### src/rtl/ov7670_reg_seq.sv
// ov7670_reg_seq: walks an OV7670 register table and issues one SCCB write per entry.
// Define OV7670_SEQ_RETRY_EN to retry nacked writes up to 3 times and raise err when they run out.
module ov7670_reg_seq #(
    parameter int RST_WAIT_CYC = 100000,
    parameter int ADDR_W       = 6
) (
    input  logic              clk,
    input  logic              rst,
    input  logic              start,
    output logic [ADDR_W-1:0] cnt_reg,
    input  logic [15:0]       reg_word,
    output logic              sccb_req,
    output logic [7:0]        sccb_addr,
    output logic [7:0]        sccb_data,
    input  logic              sccb_done,
    input  logic              sccb_nack,
    output logic              busy,
    output logic              done,
    output logic              err
);

    localparam int                WAIT_W    = (RST_WAIT_CYC > 1) ? $clog2(RST_WAIT_CYC) : 1;
    localparam logic [WAIT_W-1:0] WAIT_LAST = WAIT_W'(RST_WAIT_CYC - 1);
    localparam logic [ADDR_W-1:0] CNT_LAST  = '1;
    localparam logic [15:0]       END_WORD  = 16'hFFFF;
    localparam logic [7:0]        COM7_ADDR = 8'h12;

    typedef enum logic [2:0] {
        IDLE,
        FETCH,
        ISSUE,
        WAIT_ACK,
        RST_WAIT,
        NEXT,
        FINISH
    } state_t;

    state_t            state;
    logic [WAIT_W-1:0] wait_cnt;
    logic              launch;
    logic              com7_reset;

    // FINISH keeps busy high for one cycle while it settles, so a start there is still ignored.
    assign launch     = start && ((state == IDLE) || ((state == FINISH) && !busy));
    assign com7_reset = (sccb_addr == COM7_ADDR) && sccb_data[7];

`ifdef OV7670_SEQ_RETRY_EN
    logic [1:0] retry_cnt;
    logic       err_q;

    assign err = err_q;
`else
    logic unused_nack;

    assign err         = 1'b0;
    assign unused_nack = sccb_nack;
`endif

    always_ff @(posedge clk) begin
        if (rst) begin
            state     <= IDLE;
            cnt_reg   <= '0;
            sccb_req  <= 1'b0;
            sccb_addr <= '0;
            sccb_data <= '0;
            busy      <= 1'b0;
            done      <= 1'b0;
            wait_cnt  <= '0;
`ifdef OV7670_SEQ_RETRY_EN
            retry_cnt <= '0;
            err_q     <= 1'b0;
`endif
        end else if (launch) begin
            state   <= FETCH;
            cnt_reg <= '0;
            busy    <= 1'b1;
            done    <= 1'b0;
`ifdef OV7670_SEQ_RETRY_EN
            retry_cnt <= '0;
            err_q     <= 1'b0;
`endif
        end else begin
            case (state)
                IDLE: begin
                    sccb_req <= 1'b0;
                end

                // The SCCB address/data registers double as the latched table word.
                FETCH: begin
                    if (reg_word == END_WORD) begin
                        state <= FINISH;
                    end else begin
                        sccb_addr <= reg_word[15:8];
                        sccb_data <= reg_word[7:0];
                        sccb_req  <= 1'b1;
                        state     <= ISSUE;
                    end
                end

                ISSUE: begin
                    sccb_req <= 1'b1;
                    state    <= WAIT_ACK;
                end

                WAIT_ACK: begin
                    if (sccb_done) begin
                        sccb_req <= 1'b0;
`ifdef OV7670_SEQ_RETRY_EN
                        if (sccb_nack) begin
                            if (retry_cnt == 2'd3) begin
                                err_q <= 1'b1;
                                state <= FINISH;
                            end else begin
                                retry_cnt <= retry_cnt + 2'd1;
                                state     <= ISSUE;
                            end
                        end else
`endif
                        if (com7_reset) begin
                            wait_cnt <= '0;
                            state    <= RST_WAIT;
                        end else begin
                            state <= NEXT;
                        end
                    end
                end

                // The sensor needs time to come out of a COM7 soft reset before the next write.
                RST_WAIT: begin
                    if (wait_cnt == WAIT_LAST) begin
                        state <= NEXT;
                    end else begin
                        wait_cnt <= wait_cnt + WAIT_W'(1);
                    end
                end

                NEXT: begin
`ifdef OV7670_SEQ_RETRY_EN
                    retry_cnt <= '0;
`endif
                    if (cnt_reg == CNT_LAST) begin
                        state <= FINISH;
                    end else begin
                        cnt_reg <= cnt_reg + ADDR_W'(1);
                        state   <= FETCH;
                    end
                end

                FINISH: begin
                    sccb_req <= 1'b0;
                    busy     <= 1'b0;
                    done     <= ~err;
                end

                default: begin
                    state <= IDLE;
                end
            endcase
        end
    end

endmodule

### config.mk
export PLATFORM = sky130hd
export DESIGN_NAME = ov7670_reg_seq
export DESIGN_NICKNAME = d
export VERILOG_FILES = /design/src/rtl/ov7670_reg_seq.sv
export SDC_FILE = /design/constraint.sdc
export NUM_CORES = 1
export LEC_CHECK = 0
export ABC_AREA = 1
export BUFFER_PORTS_ARGS = -buffer_cell sky130_fd_sc_hd__buf_4
export CAP_MARGIN = 20
export CORE_ASPECT_RATIO = 0.5
export CORE_MARGIN = 5
export CORE_UTILIZATION = 60
export DETAILED_ROUTE_END_ITERATION = 16
export GPL_ROUTABILITY_DRIVEN = 0
export GPL_TIMING_DRIVEN = 0
export HOLD_SLACK_MARGIN = 0.06
export PLACE_DENSITY = 0.94
export REMOVE_ABC_BUFFERS = 1
export SLEW_MARGIN = 30
export SYNTH_ARGS = -nofsm -noshare
export SYNTH_HDL_FRONTEND = slang
export SYNTH_SLANG_ARGS = --single-unit
### constraint.sdc
create_clock -name clk -period 2.55 [get_ports clk]
set_input_delay 0.1275 -clock clk [delete_from_list [all_inputs] [get_ports clk]]
set_output_delay 0.1275 -clock clk [all_outputs]
set_load 0.03 [all_outputs]
Word-level counts from Yosys, hierarchy flattened
Index checks and enable logic that the tools add are counted.

operators by class
  $add $sub $neg = 2
  equality and inequality tests = 18
  multiplexer cells = 16
  bitwise logic cells = 4
  reductions and logical operators = 17

operators by type and width
  operator                 count
  $mux W17                 3
  $pmux W17 S2             1
  $pmux W3 S6              1
  $add A17 B1 Y17 const B  1
  $eq A17 B17 Y1 const B   1
  $eq A16 B16 Y1 const B   1
  $mux W3                  4
  $ne A2 B2 Y1 const B     5
  $eq A3 B3 Y1 const B     3
  $reduce_and A3 Y1        3
  $eq A8 B5 Y1 const B     1
  $add A6 B1 Y6 const B    1
  $eq A3 B2 Y1 const B     2
  $eq A6 B6 Y1 const B     1
  $mux W1                  6
  $ne A3 B3 Y1 const B     2
  $reduce_and A5 Y1        1
  $not A1 Y1               4
  $pmux W1 S4              1
  $reduce_and A4 Y1        1
  $reduce_bool A2 Y1       2
  $reduce_bool A4 Y1       1
  $reduce_or A2 Y1         2
  $eq A3 B1 Y1 const B     1
  6 further kinds          8

word-level totals
  flip-flop bits (word level) = 45
  input port bits = 21
  logic and storage cells = 66

Logic depth before layout (Yosys ltp)
Gate-level depths: netlist of the first run.

  word-level depth = 6
  mapped depth = 12
  depth with buffers taken out = 12

Worst setup path after synthesis of the first run
Ideal clock, no wire load.

  kind = register to register
  start = reg cnt_reg[0]
  end = reg cnt_reg[0]
  library setup time = 71 ps
  data arrival time = 1,513 ps
  data required time = 2,479 ps
  path slack = 966 ps
  stages on the path, launching flop included = 8
  period minus slack after synthesis = 1,584 ps
  cells stage by stage = dfxtp_1 -> ha_1 -> nand3_1 -> nor2_1 -> nor2_1 -> inv_1 -> or2_2 -> a21oi_1

on the way
  longest elaborated chain between the ends = 3

RTL lines
  what                                                   line  source
  from (decl)                                            10    output logic [ADDR_W-1:0] cnt_reg,
  from (signal assigned)                                 144   cnt_reg <= cnt_reg + ADDR_W'(1);
  branches (longest 3 deep; another with $add A6 B1 Y6)  n/a

Several ways; the timed one is not identified.
A chain may end at the register's enable or synchronous reset.

Worst setup path after layout of the first run
  start = reg state[1]
  end = reg wait_cnt[9]

on the way
  longest elaborated chain between the ends = 6

RTL lines
  what                         line  source
  from (decl)                  38    state_t state;
  from (signal assigned)       61    state <= IDLE;
  from (signal assigned)       74    state <= FETCH;
  from (signal assigned)       91    state <= FINISH;
  $eq A3 B3 Y1                 44    assign launch = start && ((state == IDLE) || ((state == FINISH) && !busy));
  $logic_and A1 B1 Y1          44
  $logic_or A1 B1 Y1           44
  $logic_and A1 B1 Y1          44
  $not A1 Y1 (no line)         n/a
  $reduce_and A5 Y1 (no line)  n/a
  to (signal assigned)         133   wait_cnt <= wait_cnt + WAIT_W'(1);
  to (decl)                    39    logic [WAIT_W-1:0] wait_cnt;

Parallel ways exist; a longest one is shown, timed or not.

==> results of run 1 <==
## logic make-up after synthesis
family | share of synthesized area, %
compound gates | 11.0
xor+xnor | 0.343
fa+ha+maj | 0.980
buf+inv | 9.61
flops | 35.3
other cells | 0.147
simple gates | 42.6
## area by class of cell
| type | instances | area (sq um) | share of cell area, % |
|---|---|---|---|
| multi-input combinational | 289 | 1410 | 46.8 |
| sequential | 45 | 901 | 30.0 |
| timing repair buffer | 47 | 360 | 12.0 |
| inverter | 45 | 169 | 5.62 |
| clock buffer | 5 | 68.8 | 2.29 |
| tap | 54 | 67.6 | 2.25 |
| clock inverter | 2 | 35.0 | 1.16 |
## worst max-delay path: stages, from the launching register on
cell                      delay, ps
sky130_fd_sc_hd__dfxtp_1        390
sky130_fd_sc_hd__inv_2          120
sky130_fd_sc_hd__nand3_2        180
sky130_fd_sc_hd__inv_2          260
sky130_fd_sc_hd__nand2_2        120
sky130_fd_sc_hd__nand2_1        390
sky130_fd_sc_hd__nand2_4        250
sky130_fd_sc_hd__nand2_1        170
sky130_fd_sc_hd__nand2_1         60
sky130_fd_sc_hd__nand2_1         50
sky130_fd_sc_hd__inv_1           30
## per-stage QoR
| stage | util, % | hold slack, ps | cells | power, mW |
|---|---|---|---|---|
| after floorplan | - | 190 | 379 | 0.970 |
| after global placement | 71.8 | 365 | 477 | 1.08 |
| after detailed placement | 71.8 | 374 | 477 | 1.09 |
| after CTS | 75.1 | 61.1 | 487 | 1.62 |
| after global routing | 75.1 | 86.8 | 487 | 1.68 |
| final | 75.1 | 70.0 | 487 | 1.62 |
## cell usage after synthesis (3+ instances only)
| cell | instances | share of area (%) |
|---|---|---|
| sky130_fd_sc_hd__o21ai_0 | 19 | 3.7 |
| sky130_fd_sc_hd__inv_1 | 41 | 6.0 |
| sky130_fd_sc_hd__nand2_4 | 3 | 1.3 |
| sky130_fd_sc_hd__nand2_1 | 86 | 13 |
| sky130_fd_sc_hd__nand2_2 | 11 | 2.7 |
| sky130_fd_sc_hd__nor3_1 | 17 | 3.3 |
| sky130_fd_sc_hd__or2_2 | 3 | 0.74 |
| sky130_fd_sc_hd__a21oi_2 | 10 | 3.4 |
| sky130_fd_sc_hd__nand4_1 | 8 | 2.0 |
| sky130_fd_sc_hd__nor2_2 | 3 | 0.74 |
| sky130_fd_sc_hd__nor2_1 | 60 | 8.8 |
| sky130_fd_sc_hd__dfxtp_1 | 45 | 35 |
| sky130_fd_sc_hd__clkbuf_1 | 3 | 0.44 |
| sky130_fd_sc_hd__inv_2 | 4 | 0.59 |
| sky130_fd_sc_hd__a21oi_1 | 14 | 2.7 |
| sky130_fd_sc_hd__nand3_1 | 40 | 7.8 |
## per-layer routing
metal | GRT usage [%] | part of all wire, % | wire length (um) | vias to the layer above
met4 | 8.41 | 1.9 | 124 | 0
met5 | 0 | 0 | 0 | -
li1 | - | - | - | 1336
met3 | 7.88 | 11 | 712 | 17
met1 | 28.5 | 40 | 2660 | 1239
met2 | 40.8 | 47 | 3140 | 135
## repair_timing
item,in CTS,in global routing
resized for setup,0,0
hold buffers,3,0
hold endpoints to repair,3,0
## report_power, final
| part | internal (mW) | switching [mW] | total (mW) |
|---|---|---|---|
| sequential | 0.740 | 0.0308 | 0.771 |
| combinational | 0.109 | 0.205 | 0.315 |
| clock | 0.285 | 0.249 | 0.534 |
| total | 1.13 | 0.485 | 1.62 |
## worst max path at each step
stage                startpoint            to  slack (ps)  cells after the start
detailed placement  wait_cnt[1]   wait_cnt[1]         520                      9
global placement       state[0]   wait_cnt[9]         570                     10
floorplan           wait_cnt[0]  wait_cnt[15]         910                     11
CTS                    state[0]  wait_cnt[15]         460                     10
finish                 state[1]   wait_cnt[9]         440                     10
global route           state[2]  wait_cnt[15]         210                      9
==> metrics list, run 1 <==
- The run finished with clean final reports.
- Leaving out fill and tap cells, the most frequent cell in the layout is sky130_fd_sc_hd__nand2_1.
* WL final: between 6 and 7 mm
- The critical path is of the reg -> reg type.
- The top cell types in the final layout, fill and taps aside, are sky130_fd_sc_hd__nand2_1, sky130_fd_sc_hd__nor2_1, sky130_fd_sc_hd__dfxtp_1, sky130_fd_sc_hd__buf_4, sky130_fd_sc_hd__inv_1.
* Proportion of layout cells with a drive suffix above 1: a little over 20%
- Crit Reg-Reg Endpoint: wait_cnt[9]
- In this run, synthesis produced a sequential element count of between 40 and 50.
- Count of maximum capacitance violations: 0
- Setup skew after layout: a little under 7 ps
* Total of buffers placed on input and output ports: 44
- The first routing iteration left ~200 violations.
- In the global route stage, overall resource usage came out at approximately 24%.
- Number of synthesized flops with an enable pin: 0
* Core region area: 4000 sq um
* Final Instance Area: about 3000 sq um
- During synthesis, Yosys emitted a total of 0 warnings.
- Once the floorplan was initialized, standard cells occupied 63.7% of the core.
- Internal reg-to-reg setup slack: ~440 ps
- The later pin in the worst-skew pair is clocked with a latency of ~310 ps.
- Number of sinks handled by clock tree synthesis: 45
- In the final routed layout, each cell accounts on average for 13.6 um.
- # fillers: roughly 310
- Floorplan die area: around 5700 sq um
* CTS Buf Count: 5
* Remaining DRCs: 0
* Avg Inst Size Synth: 6.54 sq um
* Routed vias: roughly 2700
- Worst r2r src: state[1]
- CTS placed an instance of sky130_fd_sc_hd__clkbuf_8 at the clock tree root.
* Longest Clk Path Bufs: 2
- Summed over all cells, the static leakage comes to ~1.3 nW.
- Via density: ~5.6
* DIE HEIGHT: around 56 um
* Count of antenna-violating nets left after detailed routing: 0
- Synthesized area: between 2000 and 3000 sq um
- Of the available clock period, the critical path in the final layout requires approximately 83%.
* Remaining global-route overflow: 0
- For the worst flop-to-flop path, the logic depth is 10.
* Power per cell area: between 500 and 600 nW/um^2
- Number of search-and-repair iterations in the first detailed-routing pass: 5
- In the post-route analysis, the smallest setup slack over all paths is approximately 440 ps.
* Biggest regs: wait_cnt x17, sccb_addr x8, sccb_data x8
- The max-slew violation count is 0.
- Most frequently used flop master after synthesis: sky130_fd_sc_hd__dfxtp_1
- The via count of the first global-routing pass is 2524.
- After clock tree synthesis, the clock-pin slew on the worst setup and hold paths is roughly 90 ps.
- Entering global routing, the biggest net connects 23 pins.
* Summed negative setup slack over all endpoints: 0 ps
* Setup Slack @ Placement: about 520 ps
* FFs w/ async S/R, synth: 0%
* Final Hold Fails: 0
* CTS tree: yes
* Peak Freq: 475 MHz
* Path type of the worst min-delay path: in -> reg
- Required arrival time at the worst endpoint: 2760 ps
- Core Rows: 16
- Hold wc startpoint: reg_word[9]
* Final setup vio count: 0
- X dimension of the die: approximately 100 um
- Post CTS Setup Buffer Count: 0
- Clock H-tree levels: 2
- Wire length of the first global-routing pass: between 10 and 15 mm
* Net count, final: approximately 460
* Fin crit period: 2110 ps
- Count of cell types in the netlist: 34
- Number of antenna violations at the first check in global routing: 0
- Crit Path Max Fanout: 13
* Max transition margin: 50.4%
* End point of the worst hold path: sccb_addr[1]
- Top register by number of flip-flops: wait_cnt
- Kind of end point of the critical path: flop
* Seq/Total Area, Yosys: between 30% and 40%
* Maximum VDD drop: 0.000414 V
- Number of ports placed on the die boundary: 47
* Hold path cells: 3
* Synth-to-layout area growth: 17.8%
- The register with the most flip-flops in the layout has 17 of them.
- The placed instances occupy a cell area of roughly 2900 sq um.
- Setup repair after global routing left no endpoint under its margin.
- At the pin with the least slew margin, the transition time is about 740 ps.
- Arr. time, crit path: between 2000 and 2500 ps
* HPWL after DPL: approximately 4.6 mm
- The repair_antennas step left the layout with diodes totalling 0.
* Instance count of the mapped netlist: around 400
- STA classifies the critical path startpoint as a flop.
Power figures use the tool's default switching activity.
==> run 2: changes to the inputs <==
--- a/config.mk
+++ b/config.mk
@@ -10,12 +10,12 @@
 export CAP_MARGIN = 20
 export CORE_ASPECT_RATIO = 0.5
 export CORE_MARGIN = 5
-export CORE_UTILIZATION = 60
+export CORE_UTILIZATION = 50
 export DETAILED_ROUTE_END_ITERATION = 16
 export GPL_ROUTABILITY_DRIVEN = 0
 export GPL_TIMING_DRIVEN = 0
 export HOLD_SLACK_MARGIN = 0.06
-export PLACE_DENSITY = 0.94
+export PLACE_DENSITY = 0.85
 export REMOVE_ABC_BUFFERS = 1
 export SLEW_MARGIN = 30
 export SYNTH_ARGS = -nofsm -noshare
==> constraint.sdc (replaced) <==
create_clock -name clk -period 1.8 [get_ports clk]
set_input_delay 0.09 -clock clk [delete_from_list [all_inputs] [get_ports clk]]
set_output_delay 0.09 -clock clk [all_outputs]
set_load 0.03 [all_outputs]
==> run 2 against run 1 <==
Cell area up 10%. Global-route usage down 4.1 points. Worst setup slack worse by 340 ps. Clock power up 56%. Largest cell class unchanged. Largest power group unchanged. Die area up 17%.
==> metrics list, run 2 (same netlist as run 1, synthesis figures left out) <==
- Total cell area at the placement stage: 2890 sq um (+0.70%)
- The number of flip-flops under the largest register name came to 17 (unchanged).
- The effective utilization at floorplan was 51.8% (-12 points).
* Final instance count without filler cells: 528 (+8.4%)
* First-iteration detailed-routing DRC count: 185 (-8.0%)
- The overall via count from detail_route was 2772 (+1.7%).
- The overall power of the completed layout is 2.42 mW (+49%).
- Worst-Skew Late Latency: 310 ps (about the same)
- The number of routed nets with antenna violations came to 0 (unchanged).
- The total CTS buffers was 5 (unchanged).
- Setup repair after global routing could not meet its margin everywhere.
* Metal1 wirelength: 3.06 mm (+15%)
- The number of antenna violations at the first check in global routing came to 0 (unchanged).
- The met3 routed wirelength was 444 um (-38%).
* Count of maximum capacitance violations: 0 (unchanged)
- Register clock-pin slew on the reported worst setup and hold paths: 100 ps (about the same)
* Worst hold slack after final layout: 102 ps (+31.7 ps)
* HPWL after DPL: 4.22 mm (-8.6%)
- The overall global routing resource usage was 20.0% (-4.1 points).
- The post-route cell area came to 3320 sq um (+10%).
* Core region area: 4930 sq um (+23%)
- The power density normalized to cell area came to 730 nW/um^2 (+35%).
- The detailed-routed wire length on met2 is 3.40 mm (+8.4%).
- The residual overflow from global routing is 0 (unchanged).
- Antenna diode instance count: 0 (unchanged)
* Fin. max-slew vios: 0 (unchanged)
* Longest Clk Path Bufs: 2 (unchanged)
- Fin crit period: 1700 ps (-406 ps)
- Setup skew after layout: 8.70 ps (+1.93 ps)
* Core Rows: 18 (+2)
- The final setup violation count came to 0 (unchanged).
* Number of global-route vias before repair: 2476 (-1.9%)
- Final Hold Fails: 0 (unchanged)
- Kind of end point of the critical path: flop
- Most frequent CP cell: sky130_fd_sc_hd__nand2_1
- The critical path data arrival time came to 1920 ps (-400 ps).
- Via density: 5.25 (-6.2%)
- Most common cell after layout, fill and taps aside: sky130_fd_sc_hd__nand2_1
* Clock H-tree levels: 2 (unchanged)
- The height of the die came to 60.5 um (+7.8%).
- The net count of the finished layout was 480 (+5.3%).
- The total of fill cells in the finished design was 398 (+30%).
- Fraction of the cycle the final worst path needs: 94.4% (+12 points)
- The number of sinks on the clock net was 45 (unchanged).
- WL final: 7.04 mm (+6.1%)
* Routed length per placed instance: 13.3 um (-2.1%)
- The detailed-route DRC error count is 0 (unchanged).
- Max transition margin: 59.6% (+9.2 points)
* Critical Path Max Stage Delay: 490 ps (+100 ps)
* Total of buffers placed on input and output ports: 44 (unchanged)
- The required time of the critical path is 2020 ps (-740 ps).
* Critical path startpoint category: flop
- For this design, the slowest cell found on the critical path is sky130_fd_sc_hd__dfxtp_1.
- The run finished with clean final reports.
- Wire length of the first global-routing pass: 10.9 mm (-2.0%)
* Biggest regs: wait_cnt x17, sccb_addr x8, sccb_data x8
- Number of search-and-repair iterations in the first detailed-routing pass: 5 (unchanged)
- The highest metal layer carrying signal wires in the routed design is met4.
- The highest attainable clock frequency is 588 MHz (+24%).
- The largest voltage drop on the vdd net was 0.000525 V (+27%).
- The root buffer cell chosen for the clock tree is sky130_fd_sc_hd__clkbuf_8.
- Critical-path cell list: inv_2, nand3_2, or2_4, nand2_4, nor2_4, nand2_8, nand2_1, nand2_1, nand2_1, inv_1
- Floorplan die area: 6720 sq um (+17%)
- The fraction of layout cells with a size suffix above 1 is 23.6% (+2.8 points).
- TritonCTS built the clock tree.
- The number of top-level design ports came to 47 (unchanged).
- The worst hold path belongs to the class in -> reg.
- Crit Path Max Fanout: 7 (-6)
- Measured slew at the worst slew-check pin: 606 ps (-138 ps)
* Top register by number of flip-flops: wait_cnt
- Pin count of the biggest net entering global routing: 23 (unchanged)
- Leaving out fill and tap cells, the most frequent cells in the layout are sky130_fd_sc_hd__nand2_1, sky130_fd_sc_hd__nor2_1, sky130_fd_sc_hd__buf_4, sky130_fd_sc_hd__dfxtp_1, sky130_fd_sc_hd__inv_1.
* Cell total after placement: 493 (+3.4%)
- Synth-to-layout area growth: 29.9%
- X dimension of the die: 111 um (+8.6%)
* WS Path Type: reg -> reg
- Standby leakage power: 1.41 nW (+8.5%)
-- run 2: cell count changes in the layout (fill, tap and decap cells not counted), moves of 2 or more --
cell | before | now
sky130_fd_sc_hd__buf_4 | 44 | 54
sky130_fd_sc_hd__dlygate4sd3_1 | 3 | 16
sky130_fd_sc_hd__dfxtp_1 | 45 | 43
sky130_fd_sc_hd__dfxtp_2 | 0 | 2
-- run 2: timing repair --
action                                  in CTS  in global routing
resized for setup                            4                  8
hold buffers                                16                  0
endpoints found under the hold margin       16                  0
buffers inserted                             2                  9
pin swaps                                    1                  3
endpoints found under the setup margin      16                 30
-- run 2: layout make-up --
| cell class | instances | area, sq um | area share (%) |
|---|---|---|---|
| Clock buffer | 6 | 82.6 | 2.49 |
| Clock inverter | 2 | 37.5 | 1.13 |
| Sequential cell | 45 | 903 | 27.2 |
| Tap cell | 70 | 87.6 | 2.64 |
| Timing Repair Buffer | 71 | 586 | 17.7 |
| Inverter | 45 | 174 | 5.25 |
| Multi-Input combinational cell | 289 | 1450 | 43.6 |
-- run 2: routing by layer --
metal / GRT usage [%] / vias up
li1: - / 1388
met1: 23.4 / 1266
met2: 37.9 / 103
met3: 3.98 / 15
met4: 7.45 / 0
met5: 0 / -
-- run 2: power by group --
part | total [mW] | switching [mW] | internal (mW)
Combinational | 0.495 | 0.307 | 0.188
Clock | 0.831 | 0.379 | 0.452
Sequential | 1.09 | 0.0436 | 1.05
Total | 2.42 | 0.730 | 1.69
-- run 2: worst paths after layout --
check        startpoint  slack [ps]  depth (start not counted)           to
max reg2reg    state[2]         100                         10  wait_cnt[9]
min reg2reg        done         500                          2         done
min               start         100                          3         busy
max            state[2]         100                         10  wait_cnt[9]
-- run 2: metrics by stage --
| step | setup TNS [ps] | utilization, % | worst slack [ps] |
|---|---|---|---|
| 3_5_place_dp | -2190 | 58.7 | -285 |
| 5_1_grt | -29.4 | 67.2 | -22.2 |
| 2_1_floorplan | 0 | - | 157 |
| 6_report | 0 | 67.2 | 100 |
| 3_3_place_gp | -1680 | 58.7 | -242 |
| 4_1_cts | 0 | 65.0 | 12.0 |
-- run 2: critical path: cells and delay by family (launching register included) --
kind / cells / cell delay [ps]
AND/OR/NAND/NOR: 8 / 970
buffers and inverters: 2 / 140
flip-flops: 1 / 490
==> run 3: changes to the inputs <==
--- a/config.mk
+++ b/config.mk
@@ -8,7 +8,6 @@
 export ABC_AREA = 1
 export BUFFER_PORTS_ARGS = -buffer_cell sky130_fd_sc_hd__buf_4
 export CAP_MARGIN = 20
-export CORE_ASPECT_RATIO = 0.5
 export CORE_MARGIN = 5
 export CORE_UTILIZATION = 50
 export DETAILED_ROUTE_END_ITERATION = 16
==> run 3 against run 2 <==
Count of clock-buffer cells in the layout did not move. Utilization is 2.1 points lower. Fmax down 0.56%. Critical path depth is the same. Clock skew is 1.9 ps higher. Sequential share of layout area increased by 0.27 points. Sequential power about the same. Sequential cell count unchanged. Via count grew 0.29%. Power decreased by 7.5%. Cell area decreased by 0.98%. Register-to-register slack barely moved. Critical path type unchanged.
==> metrics list, run 3 (same netlist as run 1, synthesis figures left out) <==
* Final Instance Area: 3280 sq um (-0.98%)
- The static leakage was 1.38 nW (-2.2%).
- Most common cell after layout, fill and taps aside: sky130_fd_sc_hd__nand2_1
- The number of antenna violations at the first check in global routing came to 0 (unchanged).
- CTS Buf Count: 5 (unchanged)
- Clock root buffer: sky130_fd_sc_hd__clkbuf_8
- The number of endpoints with negative hold slack in the final report was 0 (unchanged).
- Fraction of the cycle the final worst path needs: 94.9% (+0.53 points)
- Wire length of the first global-routing pass: 10.9 mm (-0.44%)
- The sequential standard cell area is 903 sq um (unchanged).
- Number of global-route vias before repair: 2596 (+4.8%)
* Highest metal layer with signal wires: met4
* Remaining global-route overflow: 0 (unchanged)
- Routed vias: 2780 (+0.29%)
- Synth-to-layout area growth: 28.6%
- The floorplan die width came to 81.5 um (-27%).
- The count of antenna diodes in the layout is 0 (unchanged).
- The total of fill cells in the finished design came to 428 (+7.5%).
- The run finished with clean final reports.
- The worst hold slack after final layout came to 98.7 ps (-3.01 ps).
- Remaining DRCs: 0 (unchanged)
- Maximum VDD drop: 0.000417 V (-21%)
- Walking the worst path, the cells encountered are inv_2, nand3_2, or2_4, nand2_4, nor2_4, nand2_8, nand2_1, nand2_1, nand2_1, inv_1.
* Path type of the worst min-delay path: in -> reg
- The final setup violation count is 0 (unchanged).
- PnR Total Power: 2.24 mW (-7.5%)
- The core footprint was 5040 sq um (+2.2%).
- Register clock-pin slew on the reported worst setup and hold paths: 90 ps (about the same)
* Critical Path Max Stage Delay: 490 ps (about the same)
* Setup skew after layout: 10.6 ps (+1.91 ps)
- Proportion of layout cells with a drive suffix above 1: 23.4% (-0.17 points)
- Wire length on met2: 3.19 mm (-6.4%)
- Final setup margin: 91.0 ps (-9.49 ps)
* Number of buffers and inverters on the critical path: 2 (unchanged)
- Longest Clk Path Bufs: 2 (unchanged)
- The overall global routing resource usage came to 20.5% (+0.46 points).
- The height of the die came to 81.5 um (+35%).
* Area used by multi-input combinational logic: 1450 sq um (+0.52%)
* Arr. time, crit path: 1910 ps (about the same)
- Most used cells in the layout excluding fill and tap cells: sky130_fd_sc_hd__nand2_1, sky130_fd_sc_hd__nor2_1, sky130_fd_sc_hd__buf_4, sky130_fd_sc_hd__dfxtp_1, sky130_fd_sc_hd__inv_1
* Routed length per placed instance: 12.5 um (-6.4%)
* Count of maximum capacitance violations: 0 (unchanged)
- Count of antenna-violating nets left after detailed routing: 0 (unchanged)
* Number of search-and-repair iterations in the first detailed-routing pass: 5 (unchanged)
* Setup Slack @ Placement: -252 ps (+32.7 ps)
- Floorplan die area: 6630 sq um (-1.3%)
- Core Rows: 26 (+8)
* Crit Path Max Fanout: 10 (+3)
- The slew of the pin with the lowest slew margin was 586 ps (-19.4 ps).
- The minimum clock period after layout was 1710 ps (+9.49 ps).
- The cell area after placement came to 2890 sq um (unchanged).
- The number of top-level design ports came to 47 (unchanged).
- The effective utilization at floorplan came to 50.6% (-1.1 points).
- The number of H-tree levels is 2 (unchanged).
* Pin count of the biggest net entering global routing: 23 (unchanged)
- Number of sinks handled by clock tree synthesis: 45 (unchanged)
- Fin. max-slew vios: 0 (unchanged)
- The net count of the finished layout is 479 (-0.21%).
- The power density normalized to cell area came to 681 nW/um^2 (-6.6%).
* CP delay by family, top: simple AND/OR/NAND/NOR gates
- The relative slew slack came to 60.9% (+1.3 points).
* Metal1 wirelength: 2.83 mm (-7.3%)
- TritonCTS built the clock tree.
- Most frequent CP cell: sky130_fd_sc_hd__nand2_1
- Max FFs per register: 17 (unchanged)
* Total of buffers placed on input and output ports: 44 (unchanged)
* Top register by number of flip-flops: wait_cnt
- The met3 routed wirelength was 421 um (-5.2%).
- In the final layout, the registers with the most flip-flops are wait_cnt x17, sccb_addr x8, sccb_data x8.
- The worst setup path is captured at a flop.
- First-iteration detailed-routing DRC count: 229 (+24%)
* Via density: 5.28 (+0.48%)
- Critical path startpoint category: flop
- The required time of the critical path is 2000 ps (-20 ps).
- Util after Layout: 65.1% (-2.1 points)
* WL final: 6.58 mm (-6.5%)
- HPWL after DPL: 4.26 mm (+0.86%)
- Peak Freq: 585 MHz (-0.56%)
- WS Path Type: reg -> reg
- Slowest cell on the critical path: sky130_fd_sc_hd__dfxtp_1
- The insertion delay to the later sink of the worst-skew pair is 310 ps (about the same).
-- run 3: changes by cell type in the layout (fill, tap and decap cells not counted) --
cell / before / now
sky130_fd_sc_hd__buf_4: 54 / 53
sky130_fd_sc_hd__bufinv_16: 1 / 0
sky130_fd_sc_hd__clkinvlp_4: 1 / 2
sky130_fd_sc_hd__clkbuf_1: 0 / 1
sky130_fd_sc_hd__nor2_1: 59 / 58
sky130_fd_sc_hd__nor2_4: 3 / 4
sky130_fd_sc_hd__clkbuf_8: 6 / 5
-- run 3: final cells by class --
cell class                      instances  share of cell area (%)
Tap cell                               70                    2.67
Multi-Input combinational cell        289                    44.2
Inverter                               45                    5.30
Timing Repair Buffer                   70                    17.6
Sequential cell                        45                    27.5
Clock buffer                            6                    2.21
Clock inverter                          2                   0.457
-- run 3: path summary, 6_finish.rpt --
kind,slack (ps),to,cells past startpoint,start
setup reg to reg,90,wait_cnt[15],10,state[2]
hold / removal,100,busy,3,start
hold reg to reg,500,busy,2,busy
setup / recovery,90,wait_cnt[15],10,state[2]
-- run 3: worst register-to-register path: cells and delay by family (launching register included) --
kind                   cells  cell delay (ps)
AND/OR/NAND/NOR            8              960
flip-flops                 1              490
buffers and inverters      2              150
-- run 3: report_power, final --
part	internal (mW)	total, mW	switching (mW)	leakage, nW
Combinational	0.195	0.497	0.302	0.973
Clock	0.274	0.650	0.375	0.0374
Sequential	1.05	1.09	0.0415	0.367
-- run 3: through the flow --
stage | instances | setup TNS (ps)
6_report | 527 | 0
5_1_grt | 527 | -80.6
2_1_floorplan | 379 | 0
3_3_place_gp | 493 | -1580
4_1_cts | 517 | 0
3_5_place_dp | 493 | -1850
-- run 3: what timing repair did --
| action | 4_1_cts | 5_1_grt |
|---|---|---|
| hold buffers | 16 | 0 |
| buffers inserted | 0 | 10 |
| resized for setup | 4 | 10 |
| endpoints found under the hold margin | 16 | 0 |
| endpoints found under the setup margin | 15 | 34 |
| pin swaps | 0 | 2 |
-- run 3: layer usage --
metal  vias up  global-route usage, %
li1       1387                      -
met1      1275                   25.1
met2       103                   34.4
met3        15                   5.26
met4         0                   7.94
met5         -                      0
